### src/rtl/keypad_pkg.sv
// -----------------------------------------------------------------------------
// keypad_pkg
// Shared definitions for the 4x4 keypad scanner:
//   - state_t     : scanner FSM encoding (SCAN, DEBOUNCE, PRESSED, RELEASE)
//   - KEY_W       : width of a key code ({row[1:0], col[1:0]})
//   - ROW_RESET   : row drive after reset (row 0 low)
//   - KEY_*       : calculator meaning of each key code
//   - row_drive() : active-low one-hot row pattern for a row index
// -----------------------------------------------------------------------------
package keypad_pkg;

  typedef enum logic [1:0] {
    SCAN     = 2'd0,
    DEBOUNCE = 2'd1,
    PRESSED  = 2'd2,
    RELEASE  = 2'd3
  } state_t;

  localparam int          KEY_W     = 4;
  localparam logic [3:0]  ROW_RESET = 4'b1110;

  // Calculator key map: codes 0..9 are the digits themselves.
  localparam logic [KEY_W-1:0] KEY_0        = 4'd0;
  localparam logic [KEY_W-1:0] KEY_9        = 4'd9;
  localparam logic [KEY_W-1:0] KEY_OP_CYCLE = 4'd10;
  localparam logic [KEY_W-1:0] KEY_SIGN     = 4'd11;
  localparam logic [KEY_W-1:0] KEY_DP       = 4'd12;
  localparam logic [KEY_W-1:0] KEY_NEXT     = 4'd13;
  localparam logic [KEY_W-1:0] KEY_EQUALS   = 4'd14;
  localparam logic [KEY_W-1:0] KEY_CLEAR    = 4'd15;

  // Rotating the reset pattern keeps exactly one row low for every index.
  function automatic logic [3:0] row_drive(input logic [1:0] idx);
    logic [7:0] dbl;
    dbl = {ROW_RESET, ROW_RESET} << idx;
    return dbl[7:4];
  endfunction

endpackage

### src/rtl/keypad_scanner_col_sync.sv
// -----------------------------------------------------------------------------
// col_sync
// Two-flop synchronizer bringing the asynchronous keypad columns into the
// clk_scan domain. Resets to all-high (no key) so the scanner never sees a
// phantom press while coming out of reset.
// Ports:
//   clk_scan : scan clock
//   rst      : asynchronous active-high reset
//   col_in   : raw active-low columns
//   col_s    : synchronized columns, 2 cycles of latency
// -----------------------------------------------------------------------------
module col_sync (
  input  logic       clk_scan,
  input  logic       rst,
  input  logic [3:0] col_in,
  output logic [3:0] col_s
);

  logic [3:0] sync_p0;
  logic [3:0] sync_p1;

  always_ff @(posedge clk_scan or posedge rst) begin
    if (rst) begin
      sync_p0 <= 4'b1111;
      sync_p1 <= 4'b1111;
    end else begin
      // stage 0: metastability catch
      sync_p0 <= col_in;
      // stage 1: settled sample
      sync_p1 <= sync_p0;
    end
  end

  assign col_s = sync_p1;

endmodule

### src/rtl/keypad_scanner.sv
// -----------------------------------------------------------------------------
// keypad_scanner
// Scans a 4x4 active-low key matrix on the 1 kHz scan clock, debounces press
// and release, and reports each accepted key as a one-cycle key_valid pulse.
//
// Optional build macro: KEYPAD_AUTOREPEAT_EN
//   defined   -> held keys re-issue key_valid after REPEAT_DELAY ticks, then
//                every REPEAT_RATE ticks
//   undefined -> exactly one key_valid per accepted press
//
// Ports:
//   clk_scan  : scan clock, rising edge
//   rst       : asynchronous active-high reset
//   col_in    : matrix columns, active-low, asynchronous
//   row_out   : matrix row drive, active-low, exactly one bit low
//   key_valid : one-cycle pulse, key_code valid
//   key_code  : {row[1:0], col[1:0]}, held until the next accepted key
//   key_held  : high from accepted press until accepted release
//   multi_err : one-cycle pulse, several columns low in the sampled row
// -----------------------------------------------------------------------------
module keypad_scanner
  import keypad_pkg::*;
#(
  parameter int DEBOUNCE_TICKS = 20,
  parameter int REPEAT_DELAY   = 500,
  parameter int REPEAT_RATE    = 100
) (
  input  logic             clk_scan,
  input  logic             rst,
  input  logic [3:0]       col_in,
  output logic [3:0]       row_out,
  output logic             key_valid,
  output logic [KEY_W-1:0] key_code,
  output logic             key_held,
  output logic             multi_err
);

  // Repeat reload subtracts RATE from DELAY, so RATE may not exceed DELAY,
  // and DELAY has to fit the 10-bit repeat counter.
  if (DEBOUNCE_TICKS < 2 || DEBOUNCE_TICKS > 255) begin : g_bad_debounce
    $error("keypad_scanner: DEBOUNCE_TICKS must be 2..255");
  end
  if (REPEAT_RATE < 1 || REPEAT_RATE > REPEAT_DELAY || REPEAT_DELAY > 1023) begin : g_bad_repeat
    $error("keypad_scanner: need 1 <= REPEAT_RATE <= REPEAT_DELAY <= 1023");
  end

  localparam logic [7:0] DEB_LAST = 8'(DEBOUNCE_TICKS - 1);

  function automatic logic [7:0] sat_inc(input logic [7:0] v);
    return (v == 8'hFF) ? v : v + 8'd1;
  endfunction

  logic [3:0]       col_s;
  state_t           state, state_n;
  logic [1:0]       dwell, dwell_n;
  logic [1:0]       row_ptr, row_ptr_n;
  logic [1:0]       row_idx, row_idx_n;
  logic [1:0]       col_idx, col_idx_n;
  logic [7:0]       deb_cnt, deb_n;
  logic [7:0]       deb_inc;
  logic             deb_done;
  logic             col_low;
  logic [2:0]       n_low;
  logic [1:0]       low_pos;
  logic             key_valid_n;
  logic [KEY_W-1:0] key_code_n;
  logic             key_held_n;
  logic             multi_err_n;

`ifdef KEYPAD_AUTOREPEAT_EN
  localparam logic [9:0] REP_FIRE   = 10'(REPEAT_DELAY);
  localparam logic [9:0] REP_RELOAD = 10'(REPEAT_DELAY - REPEAT_RATE);
  logic [9:0] rep_cnt, rep_n;
  logic [9:0] rep_inc;
  assign rep_inc = rep_cnt + 10'd1;
`endif

  col_sync u_col_sync (
    .clk_scan (clk_scan),
    .rst      (rst),
    .col_in   (col_in),
    .col_s    (col_s)
  );

  assign row_out  = row_drive(row_ptr);
  assign col_low  = ~col_s[col_idx];
  assign deb_inc  = sat_inc(deb_cnt);
  // deb_cnt counts samples after the first one, so reaching DEB_LAST means
  // DEBOUNCE_TICKS consecutive matching samples.
  assign deb_done = (deb_inc == DEB_LAST);

  always_comb begin
    n_low   = {2'b00, ~col_s[0]} + {2'b00, ~col_s[1]}
            + {2'b00, ~col_s[2]} + {2'b00, ~col_s[3]};
    low_pos = 2'd0;
    for (int i = 3; i >= 0; i--) begin
      if (!col_s[i]) low_pos = 2'(i);
    end
  end

  always_comb begin
    state_n     = state;
    dwell_n     = dwell;
    row_ptr_n   = row_ptr;
    row_idx_n   = row_idx;
    col_idx_n   = col_idx;
    deb_n       = deb_cnt;
    key_valid_n = 1'b0;
    key_code_n  = key_code;
    key_held_n  = key_held;
    multi_err_n = 1'b0;
`ifdef KEYPAD_AUTOREPEAT_EN
    rep_n       = rep_cnt;
`endif
    case (state)
      SCAN: begin
        dwell_n = dwell + 2'd1;
        // Columns are only trusted on the last dwell cycle, once the row
        // drive has propagated through the synchronizer.
        if (dwell == 2'd3) begin
          if (n_low == 3'd1) begin
            row_idx_n = row_ptr;
            col_idx_n = low_pos;
            deb_n     = 8'd0;
            dwell_n   = 2'd0;
            state_n   = DEBOUNCE;
          end else begin
            multi_err_n = (n_low != 3'd0);
            row_ptr_n   = row_ptr + 2'd1;
          end
        end
      end
      DEBOUNCE: begin
        if (col_low) begin
          deb_n = deb_inc;
          if (deb_done) begin
            key_valid_n = 1'b1;
            key_code_n  = {row_idx, col_idx};
            key_held_n  = 1'b1;
            state_n     = PRESSED;
`ifdef KEYPAD_AUTOREPEAT_EN
            rep_n       = 10'd0;
`endif
          end
        end else begin
          row_ptr_n = row_idx + 2'd1;
          dwell_n   = 2'd0;
          state_n   = SCAN;
        end
      end
      PRESSED: begin
        if (!col_low) begin
          deb_n   = 8'd0;
          state_n = RELEASE;
        end else begin
`ifdef KEYPAD_AUTOREPEAT_EN
          rep_n = rep_inc;
          // Reloading to DELAY-RATE reuses the same compare for the
          // first repeat and all later ones.
          if (rep_inc == REP_FIRE) begin
            key_valid_n = 1'b1;
            rep_n       = REP_RELOAD;
          end
`endif
        end
      end
      RELEASE: begin
        if (col_low) begin
          state_n = PRESSED;
        end else begin
          deb_n = deb_inc;
          if (deb_done) begin
            key_held_n = 1'b0;
            row_ptr_n  = row_idx + 2'd1;
            dwell_n    = 2'd0;
            state_n    = SCAN;
          end
        end
      end
      default: state_n = SCAN;
    endcase
  end

  always_ff @(posedge clk_scan or posedge rst) begin
    if (rst) begin
      state <= SCAN;
    end else begin
      state <= state_n;
    end
  end

  always_ff @(posedge clk_scan or posedge rst) begin
    if (rst) begin
      dwell     <= 2'd0;
      row_ptr   <= 2'd0;
      row_idx   <= 2'd0;
      col_idx   <= 2'd0;
      deb_cnt   <= 8'd0;
      key_valid <= 1'b0;
      key_code  <= '0;
      key_held  <= 1'b0;
      multi_err <= 1'b0;
    end else begin
      dwell     <= dwell_n;
      row_ptr   <= row_ptr_n;
      row_idx   <= row_idx_n;
      col_idx   <= col_idx_n;
      deb_cnt   <= deb_n;
      key_valid <= key_valid_n;
      key_code  <= key_code_n;
      key_held  <= key_held_n;
      multi_err <= multi_err_n;
    end
  end

`ifdef KEYPAD_AUTOREPEAT_EN
  always_ff @(posedge clk_scan or posedge rst) begin
    if (rst) begin
      rep_cnt <= 10'd0;
    end else begin
      rep_cnt <= rep_n;
    end
  end
`endif

endmodule
### config.mk
export PLATFORM = sky130hd
export DESIGN_NAME = keypad_scanner
export DESIGN_NICKNAME = d
export VERILOG_FILES = /design/src/rtl/keypad_pkg.sv /design/src/rtl/keypad_scanner_col_sync.sv /design/src/rtl/keypad_scanner.sv
export SDC_FILE = /design/constraint.sdc
export NUM_CORES = 1
export LEC_CHECK = 0
export ABC_CLOCK_PERIOD_IN_PS = 2800
export BUFFER_PORTS_ARGS = -buffer_cell sky130_fd_sc_hd__buf_2
export CAP_MARGIN = 20
export CORE_MARGIN = 5
export CORE_UTILIZATION = 52
export CTS_CLUSTER_SIZE = 14
export DETAILED_ROUTE_END_ITERATION = 8
export GPL_TIMING_DRIVEN = 0
export PLACE_DENSITY = 0.8
export SYNTH_ARGS = -nofsm -noshare
export SYNTH_HDL_FRONTEND = slang
export SYNTH_SLANG_ARGS = --single-unit
export TNS_END_PERCENT = 100
### constraint.sdc
create_clock -name clk_scan -period 2.8 [get_ports clk_scan]
set_input_delay 0.56 -clock clk_scan [delete_from_list [all_inputs] [get_ports clk_scan]]
set_output_delay 0.56 -clock clk_scan [all_outputs]
set_load 0.01 [all_outputs]
==> summary.txt <==
Detailed routing
  – Via total after detailed routing: 1434
  – Wire length per cell: 14.5 µm
  – DRC violation count after routing: 0
  – Initial DRC count: 107
  – Number of search-and-repair iterations in the first detailed-routing pass: 4
  – Vias per cell: 5.71
  – Wirelength, routed: 3.64 mm
  – Post-DRT Antenna Nets: 0

Outcome
  – Run status: complete, no violations

Setup path
  – Reg-to-reg setup timing slack: 0.14 ns
  – Slowest CP cell: fa_1
  – Most numerous cell on the critical path: ha_1
  – Data arrival time at the worst-slack endpoint: 2.90 ns
  – Launch point of the worst reg-to-reg path: u_col_sync.col_s[0]
  – Critical Path Sink Type: flop
  – Terminus of the critical flop-to-flop path: deb_cnt[1]
  – CP Data Required Time: 3.04 ns
  – Cell Chain, Critical Path: fa_1 -> inv_1 -> ha_1 -> ha_1 -> nor3b_2 -> a21oi_1 -> o31ai_4 -> a21bo_1 -> a32o_1
  – R2R depth: 9
  – Highest cell delay on the worst timing path: 0.53 ns
  – Critical path launch point type: flop
  – Critical Path Fanout Max: 4
  – Start-to-end type of the worst setup path: reg2reg

GRT
  – Vias in the first global route: 1386
  – Busiest layer in global routing: met2
  – Antenna violations before repair: 0
  – Wire length of the first global-routing pass: 6.46 mm
  – Met1 usage in global routing: 24.7%
  – GR Util All Layers: 18.8%
  – Met2 Use GR: 29.8%
  – Met3 GRT Util: 5.25%
  – Total congestion overflow after global routing: 0
  – Largest net degree at the start of global routing: 21

Placement
  – Placed Instances: 242
  – Final weighted congestion of routability-driven global placement: 0.847
  – Half-perimeter wire length after placement: 2.67 mm
  – IO Port Bufs: 16

Logic synthesis
  – Area share of the leading cell type in the synthesized netlist: 35.4%
  – Post-synthesis sequential element count: 33
  – Synthesized instance count: 179
  – Post-synth top cells: dfrtp_1 (25), nand2_1 (24), nor2_1 (15), a21oi_1 (13)
  – Syn_nets: 190
  – Yosys synthesis warning count: 0
  – Largest cells by area after synthesis: dfrtp_1 (35%), dfstp_2 (12%), nand2_1 (5.1%)
  – Dominant synthesized flop cell: dfrtp_1
  – Sequential-to-total area share from yosys stat: 47.3%
  – Most frequent cell after synthesis: dfrtp_1
  – Distinct cells, synth: 47
  – Number of synthesized flops with an enable pin: 0
  – Mean cell area of the mapped netlist: 9.86 µm²
  – Syn Std Cell Area: 1770 µm²
  – Post-synthesis cell type with the largest combined area: dfrtp_1
  – Async set-or-reset flop fraction in the synthesized netlist: 100%

Floorplan
  – Die height: 68.3 µm
  – Initial standard-cell utilization of the core: 53.3%
  – Floorplan die area: 4660 µm²
  – Floorplan core area: 3310 µm²
  – Top-level I/O count: 17
  – Rows: 21
  – Die Width: 68.3 µm

Hold path
  – Hold crit path type: in2async

Power
  – Cell leakage power: 0.875 nW
  – Power Dens Cells: 786 nW/µm²
  – Worst IR drop on VDD: 362 µV

Clock tree
  – Worst-Skew Late Latency: 0.34 ns
  – Total number of clock tree sinks: 33
  – CTS tree: yes
  – CTS root buf: clkbuf_4
  – Total CTS buffers: 5
  – H-tree levels: 2
  – Max clock buf depth: 2
  – Worst-path clk slew: 0.11 ns

Cells and area
  – Inserted Diodes: 0
  – Final-stage net count: 215
  – Area delta synth->final: 13.5%
  – Filler Cell Count: 280
  – Share of post-route cells with drive strength above 1: 25.9%
  – Non-filler cells in the finished layout: 251
  – Area of all sequential standard cells: 836 µm²
  – Total area of multi-input combinational cells: 867 µm²

Timing
  – Final Skew: 0.00900 ns
  – Crit path time final: 2.66 ns
  – Setup repair after global routing missed its margin: false
  – Final period util: 95.0%
  – Count of final setup violators: 0
  – Final hold violation count: 0
  – Worst slew pin tran: 0.606 ns
  – Headroom to the max-slew limit: 59.6%
  – Hold slack final: 0.271 ns
  – Maximum operating frequency: 0.376 GHz
  – Final number of max-transition violations: 0

Flow run
  – Max Cap Viol: 0
through the flow:
step	instance area, µm²	util (%)	worst slack [ns]	TNS [ns]	total power, mW
floorplan	1770	-	0.127	0	1.12
global placement	1900	57.5	-0.0844	-0.0844	1.26
detailed placement	1930	58.3	-0.139	-0.139	1.29
CTS	2000	60.5	0.123	0	1.59
global route	2000	60.5	0.000509	0	1.70
finish	2000	60.5	0.139	0	1.57
worst max-delay path: cells and delay by family, from the launching register on:
family	cells	cell delay (ns)
buffers and inverters	1	0.04
and+or+nand+nor	1	0.26
adders and majority gates	3	1.00
DFF	1	0.41
AOI/OAI and AO/OA	4	0.85
layout make-up:
type / instances / area share, %
tap: 46 / 2.87
clock inverter: 3 / 1.12
inverter: 8 / 1.50
multi-input combinational: 133 / 43.3
sequential: 33 / 41.7
clock buffer: 5 / 1.87
timing repair buffer: 18 / 5.75
buffer: 5 / 1.87
layer usage:
metal | vias up | routed length, µm
li1 | 697 | -
met1 | 700 | 1710
met2 | 32 | 1730
met3 | 5 | 163
met4 | 0 | 38
met5 | - | 0
report_power, final:
group	total, mW	internal (mW)	switching, mW
clock network	0.275	0.0970	0.178
registers	0.669	0.572	0.0978
logic	0.630	0.280	0.350
cells in the final DEF, fill, tap and decap left out, types with 2 or more instances in the layout:
| cell type | n |
|---|---|
| a22oi_1 | 2 |
| nor3_1 | 5 |
| nor4_1 | 3 |
| nand4_1 | 3 |
| o31a_1 | 2 |
| dfstp_2 | 8 |
| ha_1 | 4 |
| dfrtp_1 | 25 |
| o21ai_0 | 8 |
| buf_4 | 2 |
| a31oi_1 | 5 |
| or2_2 | 3 |
| a211oi_1 | 2 |
| buf_6 | 2 |
| clkbuf_1 | 2 |
| nand2_1 | 24 |
| inv_1 | 8 |
| a21oi_1 | 13 |
| xor2_1 | 2 |
| nor2_1 | 15 |
| buf_2 | 16 |
| clkinvlp_4 | 3 |
| a211o_1 | 2 |
| nand3_1 | 6 |
| nand2b_1 | 3 |
| clkbuf_4 | 5 |
| and3_1 | 2 |
| mux2_2 | 6 |
kinds of logic after synthesis:
| logic type | Yosys count | synth area share, % |
|---|---|---|
| xor+xnor | 2 | 0.992 |
| compound gates | 45 | 17.9 |
| simple gates | 73 | 20.3 |
| flops | 33 | 47.3 |
| buf+inv | 13 | 3.83 |
| fa+ha+maj | 5 | 3.97 |
| mux | 8 | 5.67 |
flip-flops by register name, summed over array words and instances (netlist names), named ones only:
register and cells:
dwell 2, col_idx 2, u_col_sync.col_s 4, u_col_sync.sync_p0 4, row_idx 2, row_ptr 2
key_held 1, key_valid 1, deb_cnt 8, multi_err 1, state 1, key_code 4
how the worst max path moves through the flow:
| stage | startpoint | endpoint | depth (start not counted) | slack (ns) |
|---|---|---|---|---|
| floorplan | u_col_sync.col_s[0] | deb_cnt[1] | 9 | 0.13 |
| global placement | u_col_sync.col_s[0] | deb_cnt[1] | 9 | -0.08 |
| detailed placement | u_col_sync.col_s[1] | deb_cnt[1] | 9 | -0.14 |
| CTS | u_col_sync.col_s[0] | deb_cnt[1] | 9 | 0.12 |
| global route | u_col_sync.col_s[0] | deb_cnt[1] | 9 | 0.0005 |
| finish | u_col_sync.col_s[0] | deb_cnt[1] | 9 | 0.14 |
repair_timing:
| item | in CTS | in global routing |
|---|---|---|
| hold buffers | 0 | 0 |
| setup buffers | 1 | 0 |
| endpoints found under the hold margin | 0 | 0 |
| setup endpoints to repair | 1 | 0 |
| resized for setup | 1 | 0 |
Power figures use the tool's default switching activity.
